File: config.mk
export PLATFORM = sky130hd
export DESIGN_NAME = score_keeper_flat
export DESIGN_NICKNAME = d
export VERILOG_FILES = /design/src/rtl/score_if.sv /design/src/rtl/score_keeper.sv /design/src/flat_wrapper.sv
export SDC_FILE = /design/constraint.sdc
export NUM_CORES = 1
export LEC_CHECK = 0
export CELL_PAD_IN_SITES_DETAIL_PLACEMENT = 1
export CELL_PAD_IN_SITES_GLOBAL_PLACEMENT = 2
export CORE_MARGIN = 10
export CORE_UTILIZATION = 36
export CTS_CLUSTER_DIAMETER = 100
export DETAILED_ROUTE_END_ITERATION = 12
export PLACE_DENSITY_LB_ADDON = 0.1
export RECOVER_POWER = 100
export SLEW_MARGIN = 40
export SYNTH_ARGS = -nofsm -noshare
export SYNTH_HDL_FRONTEND = slang
export SYNTH_SLANG_ARGS = --single-unit
File: constraint.sdc
create_clock -name clock -period 6.81 [get_ports clock]
set_input_delay 1.7025 -clock clock [delete_from_list [all_inputs] [get_ports clock]]
set_output_delay 1.7025 -clock clock [all_outputs]
set_load 0.02 [all_outputs]
File: src/rtl/score_if.sv
// Event and display bundle for the score keeper: game events in, score and display state out.
interface score_if;
    logic       start;
    logic       correct;
    logic       wrong;
    logic       show_high;
    logic [9:0] number;
    logic       change_score;
    logic [9:0] score;
    logic [9:0] high_score;
    logic       game_over;
    logic       new_high;

    modport master (
        output start, correct, wrong, show_high,
        input  number, change_score, score, high_score, game_over, new_high
    );

    modport slave (
        input  start, correct, wrong, show_high,
        output number, change_score, score, high_score, game_over, new_high
    );
endinterface

File: src/rtl/score_keeper.sv
// Game score keeper: IDLE/PLAY/OVER game FSM with streak-weighted scoring,
// a saturating score, a high-score record and a registered 3-digit display feed.
module score_keeper (
    input  logic clock,
    input  logic reset_n,
    score_if.slave bus
);

    typedef enum logic [1:0] {IDLE, PLAY, OVER} state_t;

    localparam logic [9:0] SCORE_MAX  = 10'd999;
    localparam logic [2:0] STREAK_MAX = 3'd7;

    state_t     state_q, state_d;
    logic [9:0] score_q, score_d;
    logic [9:0] high_q, high_d;
    logic [2:0] streak_q, streak_d;
    logic       new_high_q, new_high_d;
    logic [9:0] number_q;
    logic       change_q;
    logic       init_q;
    logic [9:0] disp_sel;

    // Points awarded for a correct round, from the streak held before this round.
    function automatic logic [1:0] points(input logic [2:0] streak);
        logic [1:0] p;
        if (streak <= 3'd2)      p = 2'd1;
        else if (streak <= 3'd5) p = 2'd2;
        else                     p = 2'd3;
        return p;
    endfunction

    function automatic logic [9:0] sat_add(input logic [9:0] a, input logic [1:0] p);
        logic [10:0] sum;
        sum = {1'b0, a} + {9'b0, p};
        return (sum > {1'b0, SCORE_MAX}) ? SCORE_MAX : sum[9:0];
    endfunction

    always_ff @(posedge clock or negedge reset_n) begin
        if (!reset_n) begin
            state_q    <= IDLE;
            score_q    <= '0;
            high_q     <= '0;
            streak_q   <= '0;
            new_high_q <= 1'b0;
        end else begin
            state_q    <= state_d;
            score_q    <= score_d;
            high_q     <= high_d;
            streak_q   <= streak_d;
            new_high_q <= new_high_d;
        end
    end

    // Event priority is start > wrong > correct in every state.
    always_comb begin
        state_d    = state_q;
        score_d    = score_q;
        high_d     = high_q;
        streak_d   = streak_q;
        new_high_d = new_high_q;
        unique case (state_q)
            IDLE, OVER: begin
                if (bus.start) begin
                    state_d    = PLAY;
                    score_d    = '0;
                    streak_d   = '0;
                    new_high_d = 1'b0;
                end
            end
            PLAY: begin
                if (bus.start) begin
                    score_d    = '0;
                    streak_d   = '0;
                    new_high_d = 1'b0;
                end else if (bus.wrong) begin
                    state_d = OVER;
                    if (score_q > high_q) begin
                        high_d     = score_q;
                        new_high_d = 1'b1;
                    end else begin
                        new_high_d = 1'b0;
                    end
                end else if (bus.correct) begin
                    score_d  = sat_add(score_q, points(streak_q));
                    streak_d = (streak_q == STREAK_MAX) ? STREAK_MAX : streak_q + 3'd1;
                end
            end
            default: state_d = IDLE;
        endcase
    end

    assign disp_sel = bus.show_high ? high_q : score_q;

    // init_q forces one strobe right after reset so the display gets initialised to 0.
    always_ff @(posedge clock or negedge reset_n) begin
        if (!reset_n) begin
            number_q <= '0;
            change_q <= 1'b0;
            init_q   <= 1'b1;
        end else begin
            number_q <= disp_sel;
            change_q <= init_q || (disp_sel != number_q);
            init_q   <= 1'b0;
        end
    end

    assign bus.number       = number_q;
    assign bus.change_score = change_q;
    assign bus.score        = score_q;
    assign bus.high_score   = high_q;
    assign bus.game_over    = (state_q == OVER);
    assign bus.new_high     = new_high_q;

endmodule

File: src/flat_wrapper.sv
// flat-port wrapper written by rule: the top's interface ports become plain ports
module score_keeper_flat 
  (clock, reset_n, bus_start, bus_correct, bus_wrong, bus_show_high, bus_number, bus_change_score, bus_score, bus_high_score, bus_game_over, bus_new_high);
  score_if bus_i ();
  input  logic clock;
  input  logic reset_n;
  input wire logic [$bits(bus_i.start)-1:0] bus_start;
  input wire logic [$bits(bus_i.correct)-1:0] bus_correct;
  input wire logic [$bits(bus_i.wrong)-1:0] bus_wrong;
  input wire logic [$bits(bus_i.show_high)-1:0] bus_show_high;
  output wire logic [$bits(bus_i.number)-1:0] bus_number;
  output wire logic [$bits(bus_i.change_score)-1:0] bus_change_score;
  output wire logic [$bits(bus_i.score)-1:0] bus_score;
  output wire logic [$bits(bus_i.high_score)-1:0] bus_high_score;
  output wire logic [$bits(bus_i.game_over)-1:0] bus_game_over;
  output wire logic [$bits(bus_i.new_high)-1:0] bus_new_high;
  assign bus_i.start = bus_start;
  assign bus_i.correct = bus_correct;
  assign bus_i.wrong = bus_wrong;
  assign bus_i.show_high = bus_show_high;
  assign bus_number = bus_i.number;
  assign bus_change_score = bus_i.change_score;
  assign bus_score = bus_i.score;
  assign bus_high_score = bus_i.high_score;
  assign bus_game_over = bus_i.game_over;
  assign bus_new_high = bus_i.new_high;
  score_keeper u_core (.clock(clock), .reset_n(reset_n), .bus(bus_i));
endmodule
==> results of run 1 <==
==> cell families after synthesis <==
| group | count (synthesis) | share of synthesized area |
|---|---|---|
| compound gates | 55 | 0.150 |
| mux | 18 | 0.0860 |
| fa+ha+maj | 16 | 0.0898 |
| other cells | 1 | 0.00162 |
| buf+inv | 33 | 0.0687 |
| flops | 38 | 0.412 |
| simple gates | 67 | 0.154 |
| xor+xnor | 10 | 0.0379 |
==> cells in the mapped netlist (all sizes together) (3+ instances only) <==
cell / number
o22a: 3
ha: 15
o21ai: 13
nand3: 4
a21oi: 14
clkbuf: 5
inv: 20
nor2: 19
dfrtp: 37
a31oi: 6
and4: 4
nor3: 4
o21a: 4
buf: 8
xor2: 10
a21o: 5
nand2: 15
mux2i: 3
nand4: 7
mux2: 15
==> state kept, by name, summed over array words and instances (netlist names) <==
| register | cells |
|---|---|
| u_core.bus.change_score | 1 |
| u_core.bus.high_score | 10 |
| u_core.bus.new_high | 1 |
| u_core.bus.number | 10 |
| u_core.bus.score | 10 |
| u_core.init_q | 1 |
| u_core.state_q | 2 |
| u_core.streak_q | 3 |
==> layout make-up <==
| type | instances | area [µm²] |
|---|---|---|
| fill | 730 | 3480 |
| multi-input combinational | 167 | 1200 |
| sequential | 38 | 952 |
| timing repair buffer | 39 | 382 |
| tap | 77 | 96.3 |
| clock buffer | 6 | 82.6 |
| inverter | 20 | 75.1 |
| clock inverter | 2 | 12.5 |
==> power breakdown <==
group | switching, mW | leakage (nW) | internal (mW)
sequential | 0.0251 | 0.507 | 0.253
combinational | 0.114 | 0.859 | 0.0883
clock | 0.0880 | 0.0472 | 0.0815
total | 0.227 | 1.41 | 0.423
==> layout by cell type (no fill, tap or decap), types with 3 or more instances in the layout <==
master	n
dfrtp_1	37
dlygate4sd3_1	36
inv_1	20
nor2_1	19
nand2_1	15
ha_1	15
a21oi_1	14
o21ai_0	13
xor2_1	10
mux2_2	8
mux2_1	7
nand4_1	6
a31oi_1	6
clkbuf_8	6
a21o_1	5
o21a_1	4
nor3_1	4
nand3_1	4
and4_1	4
o22a_1	3
mux2i_1	3
==> tightest hold or removal path: cells and delay by family (launching register included) <==
| family | cells | cell delay [ns] |
|---|---|---|
| AO/OA/AOI/OAI | 1 | 0.07 |
| buffers and inverters | 1 | 0.05 |
| flip-flops | 1 | 0.38 |
==> metrics by stage <==
stage,power (mW),instances,worst slack [ns]
final,0.650,349,3.12
after global routing,0.702,349,2.89
after CTS,0.674,349,3.24
after detailed placement,0.502,341,2.91
after global placement,0.500,341,2.97
after floorplan,0.412,238,3.85
==> path summary, 6_finish.rpt <==
path	start	slack, ns	endpoint	cells after the start
max	bus_start	3.12	u_core.bus.high_score[5]	6
min	u_core.bus.new_high	0.54	u_core.bus.new_high	2
max reg2reg	u_core.streak_q[0]	3.48	u_core.bus.score[2]	12
min reg2reg	u_core.bus.new_high	0.54	u_core.bus.new_high	2
max in group asynchronous	reset_n	3.62	u_core.bus.high_score[1]	1
min in group asynchronous	reset_n	2.00	u_core.bus.number[4]	1
==> metal layers <==
| metal | wire length (µm) | GRT usage |
|---|---|---|
| met1 | 2780 | 0.161 |
| met2 | 2830 | 0.201 |
| met3 | 282 | 0.0343 |
| met4 | 89 | 0.0478 |
| met5 | 0 | 0 |
==> metrics.csv, run 1 <==
stage;metric;value;unit
global_route;GRT Overall Usage;0.127;
pwr;Peak VDD IR;0.000110;V
clock_network;postcts setup bufs;0;
finish;Layout area overhead;21.0;%
setup_path;critical path, cell by cell;dlygate4sd3_1 -> nor2_1 -> nand2_1 -> a31oi_1 -> nand3_1 -> mux2_2;
clock_network;CTS tree;done;
placed_design;IO buf count;38;
floorplan;die footprint;0.0100;mm²
floorplan;Die Y;100;µm
setup_path;CP Class;in2reg;
global_route;global-route wire length before repair;10.3;mm
synth;number of flops mapped to enable cells by yosys;0;
detailed_routing;First DRT Iteration DRCs;74;
floorplan;num ports;39;
setup_path;Top Family by Delay on Critical Path;simple AND/OR/NAND/NOR gates;
synth;Netlist cell types;46;
synth;FF+latch count, synth;38;
synth;syn nets;260;
global_route;GRT overflow;0;
timing;Fmax achieved;0.271;GHz
synth;Synth top area share;0.400;
setup_path;Required @ worst endpoint;7.00;ns
synth;Warnings, synthesis;0;
finish;fraction of final layout cells with drive strength greater than 1;0.0772;
finish;diode count;0;
setup_path;crit path max fanout;13;
global_route;initial antenna violation count;0;
placed_design;RePlAce Congestion;0.820;
synth;Async S/R FF share, synth;1.00;
timing;unrepaired setup endpoints after global routing;false;
finish;nets;293;
synth;sequential share of the synthesized area;0.412;
setup_path;CP Launch Type;input pin;
detailed_routing;vias per cell;5.30;
synth;top cells by area, synth;dfrtp_1 40%, ha_1 8.1%, mux2_2 7.3%;
setup_path;CP arrival;3.87;ns
floorplan;Core Region;0.00628;mm²
run_status;outcome;complete, but fails checks;
floorplan;initial core utilization;0.368;
clock_network;# clock sinks;38;
pwr;Static Leak;1.41;nW
synth;Syn Area/Cell;9.72;µm²
clock_network;Clk Latency, worst-skew pair;0.30;ns
placed_design;DP Area;0.00271;mm²
timing;Worst Tran Pin Value;2.09;ns
finish;final instance area;0.00280;mm²
timing;Fin. Hold Viols;0;
worst_hold_path;worst hold path type;reg2reg;
detailed_routing;final WL;5.99;mm
clock_network;Max Root-Sink Buffers;2;
detailed_routing;Vias;1851;
timing;total negative slack;0;ns
placed_design;hpwl dp;4.42;mm
detailed_routing;DRT Pass-1 Iters;4;
clock_network;Post-CTS Hold Buffers;0;
synth;Post-synth top flop;dfrtp_1;
timing;WHS;0.543;ns
timing;Slew Viols, Final;39;
timing;max_slew headroom;-0.393;
detailed_routing;Final ANT Viol Nets;0;
setup_path;Worst path max stage delay;0.60;ns
global_route;vias in the first global route;2000;
clock_network;H-tree depth;2;
global_route;largest net degree at the start of global routing;39;
clock_network;Root Buffer;clkbuf_8;
setup_path;crit path max-delay cell type;dlygate4sd3_1;
pwr;pwr/cell area;232;mW/mm²
flow_run;max-cap viol count;1;
timing;final setup violation count;0;
floorplan;Die W;100;µm
clock_network;clk slew on worst S/H paths;0.08;ns
timing;Worst Skew;0.00457;ns
timing;Period Utilization, post-route;0.541;
clock_network;TritonCTS buffer count;5;
run_status;failing checks;max-capacitance violations, max-slew violations;
synth;Cells after Synth;238;
finish;fin util;0.446;
detailed_routing;DR WL/cell;17.1;µm
setup_path;Worst Setup End Kind;register;
synth;Mapped Area;0.00231;mm²
detailed_routing;DR DRC count;0;
setup_path;CP bufs+invs;1;
clock_network;post_cts resized;0;
timing;min cycle time layout;3.69;ns
synth;Yosys top cell by area;dfrtp_1;
floorplan;row count;29;
No activity file was read; power rests on OpenSTA's default activity.
==> inputs of run 2 (changes only) <==
--- a/config.mk
+++ b/config.mk
@@ -8,7 +8,7 @@
 export CELL_PAD_IN_SITES_DETAIL_PLACEMENT = 1
 export CELL_PAD_IN_SITES_GLOBAL_PLACEMENT = 2
 export CORE_MARGIN = 10
-export CORE_UTILIZATION = 36
+export CORE_UTILIZATION = 30
 export CTS_CLUSTER_DIAMETER = 100
 export DETAILED_ROUTE_END_ITERATION = 12
 export PLACE_DENSITY_LB_ADDON = 0.1
==> constraint.sdc (replaced) <==
create_clock -name clock -period 3.2 [get_ports clock]
set_input_delay 0.8 -clock clock [delete_from_list [all_inputs] [get_ports clock]]
set_output_delay 0.8 -clock clock [all_outputs]
set_load 0.02 [all_outputs]
==> run 2 against run 1 <==
The flow still finishes with violations (max-capacitance violations, max-slew violations). Sequential power rose by 110%. Utilization fell by 5.1 points. Power rose by 120%. Largest cell class unchanged. Highest routed layer unchanged.
==> metrics.csv, run 2 (synthesis gave the netlist of run 1 again) <==
stage;metric;value;unit
detailed_routing;DR top layer;met4;
setup_path;CP Launch Type;register;
detailed_routing;met3 WL post-DR;307;µm
detailed_routing;DR DRC count;0;
placed_design;RePlAce Congestion;0.879;
detailed_routing;met2 WL post-DR;3.15;mm
timing;max_slew headroom;-0.450;
timing;Worst Skew;0.00872;ns
clock_network;TritonCTS buffer count;5;
floorplan;row count;31;
clock_network;# clock sinks;38;
finish;diode count;0;
finish;Finished Layout Cells;382;
floorplan;Core Region;0.00737;mm²
finish;Filler cells;850;
clock_network;Clk Latency, worst-skew pair;0.30;ns
setup_path;Required @ worst endpoint;3.44;ns
finish;nets;304;
pwr;pwr/cell area;486;mW/mm²
setup_path;Worst path max stage delay;0.55;ns
floorplan;initial core utilization;0.314;
detailed_routing;Final ANT Viol Nets;0;
global_route;largest net degree at the start of global routing;39;
setup_path;CP Class;reg2reg;
clock_network;Post-CTS Hold Buffers;0;
detailed_routing;DR WL/cell;17.3;µm
setup_path;Worst Setup End Kind;register;
finish;commonest cells after routing, fill and taps aside;36 x dfrtp_1, 35 x dlygate4sd3_1, 20 x inv_1, 19 x nor2_1;
global_route;global-route wire length before repair;11.1;mm
setup_path;crit path max fanout;8;
placed_design;IO buf count;38;
pwr;Peak VDD IR;0.000164;V
clock_network;clk slew on worst S/H paths;0.09;ns
timing;unrepaired setup endpoints after global routing;false;
floorplan;Die Y;108;µm
run_status;failing checks;max-capacitance violations, max-slew violations;
worst_hold_path;worst hold path type;reg2reg;
setup_path;CP arrival;3.18;ns
flow_run;max-cap viol count;1;
setup_path;critical path, cell by cell;ha_1 -> nand2b_1 -> o21a_1 -> ha_1 -> fa_2 -> and4_1 -> nand4_1 -> nand4_1 -> or4_4 -> a31oi_1 -> o22a_1;
placed_design;Inst Count DP;372;
placed_design;pre-CTS setup slack;0.0687;ns
setup_path;crit path max-delay cell type;or4_4;
detailed_routing;DRT Pass-1 Iters;4;
clock_network;H-tree depth;2;
clock_network;Max Root-Sink Buffers;2;
floorplan;Die W;108;µm
timing;total negative slack;0;ns
timing;Fmax achieved;0.340;GHz
floorplan;num ports;39;
global_route;GRT Overall Usage;0.119;
detailed_routing;Vias;1922;
global_route;GRT overflow;0;
timing;Fin. Hold Viols;0;
timing;Worst Slack Setup Final;0.256;ns
placed_design;hpwl dp;5.00;mm
global_route;vias in the first global route;2060;
timing;final setup violation count;0;
detailed_routing;final WL;6.60;mm
detailed_routing;First DRT Iteration DRCs;43;
detailed_routing;M1 wire length;3.06;mm
clock_network;CTS tree;done;
timing;min cycle time layout;2.94;ns
global_route;initial antenna violation count;0;
clock_network;Root Buffer;clkbuf_8;
finish;Layout area overhead;25.6;%
pwr;Static Leak;1.46;nW
timing;Worst Tran Pin Value;2.17;ns
timing;Slew Viols, Final;39;
timing;Period Utilization, post-route;0.920;
run_status;outcome;complete, but fails checks;
timing;WHS;0.539;ns
floorplan;die footprint;0.0116;mm²
finish;fraction of final layout cells with drive strength greater than 1;0.117;
detailed_routing;vias per cell;5.03;
pwr;Design Power;1.41;mW
finish;most common cell after layout, fill and taps aside;dfrtp_1;
run 2: cell types whose count changed in the layout (fill, tap and decap cells not counted):
cell             previous run  this run
dfrtp_2                     0         1
fa_2                        0         1
buf_4                       1         9
clkdlybuf4s50_1             1         2
clkbuf_1                    1         3
dfrtp_1                    37        36
fa_1                        1         0
or4_4                       0         1
or4_1                       1         0
clkbuf_2                    0         1
dlygate4sd3_1              36        35
run 2: worst max-delay path, delay by kind of cell (launching register included):
| family | cells | cell delay (ns) |
|---|---|---|
| simple gates | 5 | 1.10 |
| fa+ha+maj | 3 | 0.80 |
| compound gates | 3 | 0.53 |
| flops | 1 | 0.45 |
run 2: per-layer routing:
metal | vias up | track usage
li1 | 922 | -
met1 | 961 | 0.145
met2 | 33 | 0.200
met3 | 6 | 0.0341
met4 | 0 | 0.0324
met5 | - | 0
run 2: path summary, 6_finish.rpt:
path	startpoint	end	slack [ns]	depth (start not counted)
max	u_core.streak_q[1]	u_core.bus.score[2]	0.26	11
min	u_core.bus.new_high	u_core.bus.new_high	0.54	2
max reg2reg	u_core.streak_q[1]	u_core.bus.score[2]	0.26	11
min reg2reg	u_core.bus.new_high	u_core.bus.new_high	0.54	2
max in group asynchronous	reset_n	u_core.streak_q[1]	0.68	1
min in group asynchronous	reset_n	u_core.bus.new_high	1.13	1
run 2: power breakdown:
group	switching (mW)	total (mW)	internal [mW]	leakage (nW)
logic	0.254	0.450	0.196	0.906
registers	0.0567	0.596	0.539	0.506
clock network	0.192	0.366	0.174	0.0472
run 2: layout make-up:
type,count,area [µm²],share of cell area
clock buffers,6,82.6,0.0284
clock inverters,2,12.5,0.00431
inverters,20,75.1,0.0258
multi-input cells,167,1200,0.414
flip-flops and latches,38,953,0.328
well taps,99,124,0.0426
repair buffers,50,454,0.156
run 2: what timing repair did:
item,CTS,global route
setup endpoints to repair,0,7
setup buffers,0,2
resized for setup,0,2
run 2: metrics by stage:
stage	utilization	instance area, µm²
after floorplan	-	2310
after global placement	0.380	2800
after detailed placement	0.381	2810
after CTS	0.394	2900
after global routing	0.394	2910
final	0.394	2910
==> inputs of run 3 (changes only) <==
--- a/config.mk
+++ b/config.mk
@@ -13,6 +13,7 @@
 export DETAILED_ROUTE_END_ITERATION = 12
 export PLACE_DENSITY_LB_ADDON = 0.1
 export RECOVER_POWER = 100
+export SKIP_LAST_GASP = 1
 export SLEW_MARGIN = 40
 export SYNTH_ARGS = -nofsm -noshare
 export SYNTH_HDL_FRONTEND = slang
==> results of run 3 <==
The final DEF is identical to that of run 2; final timing and power are the same.
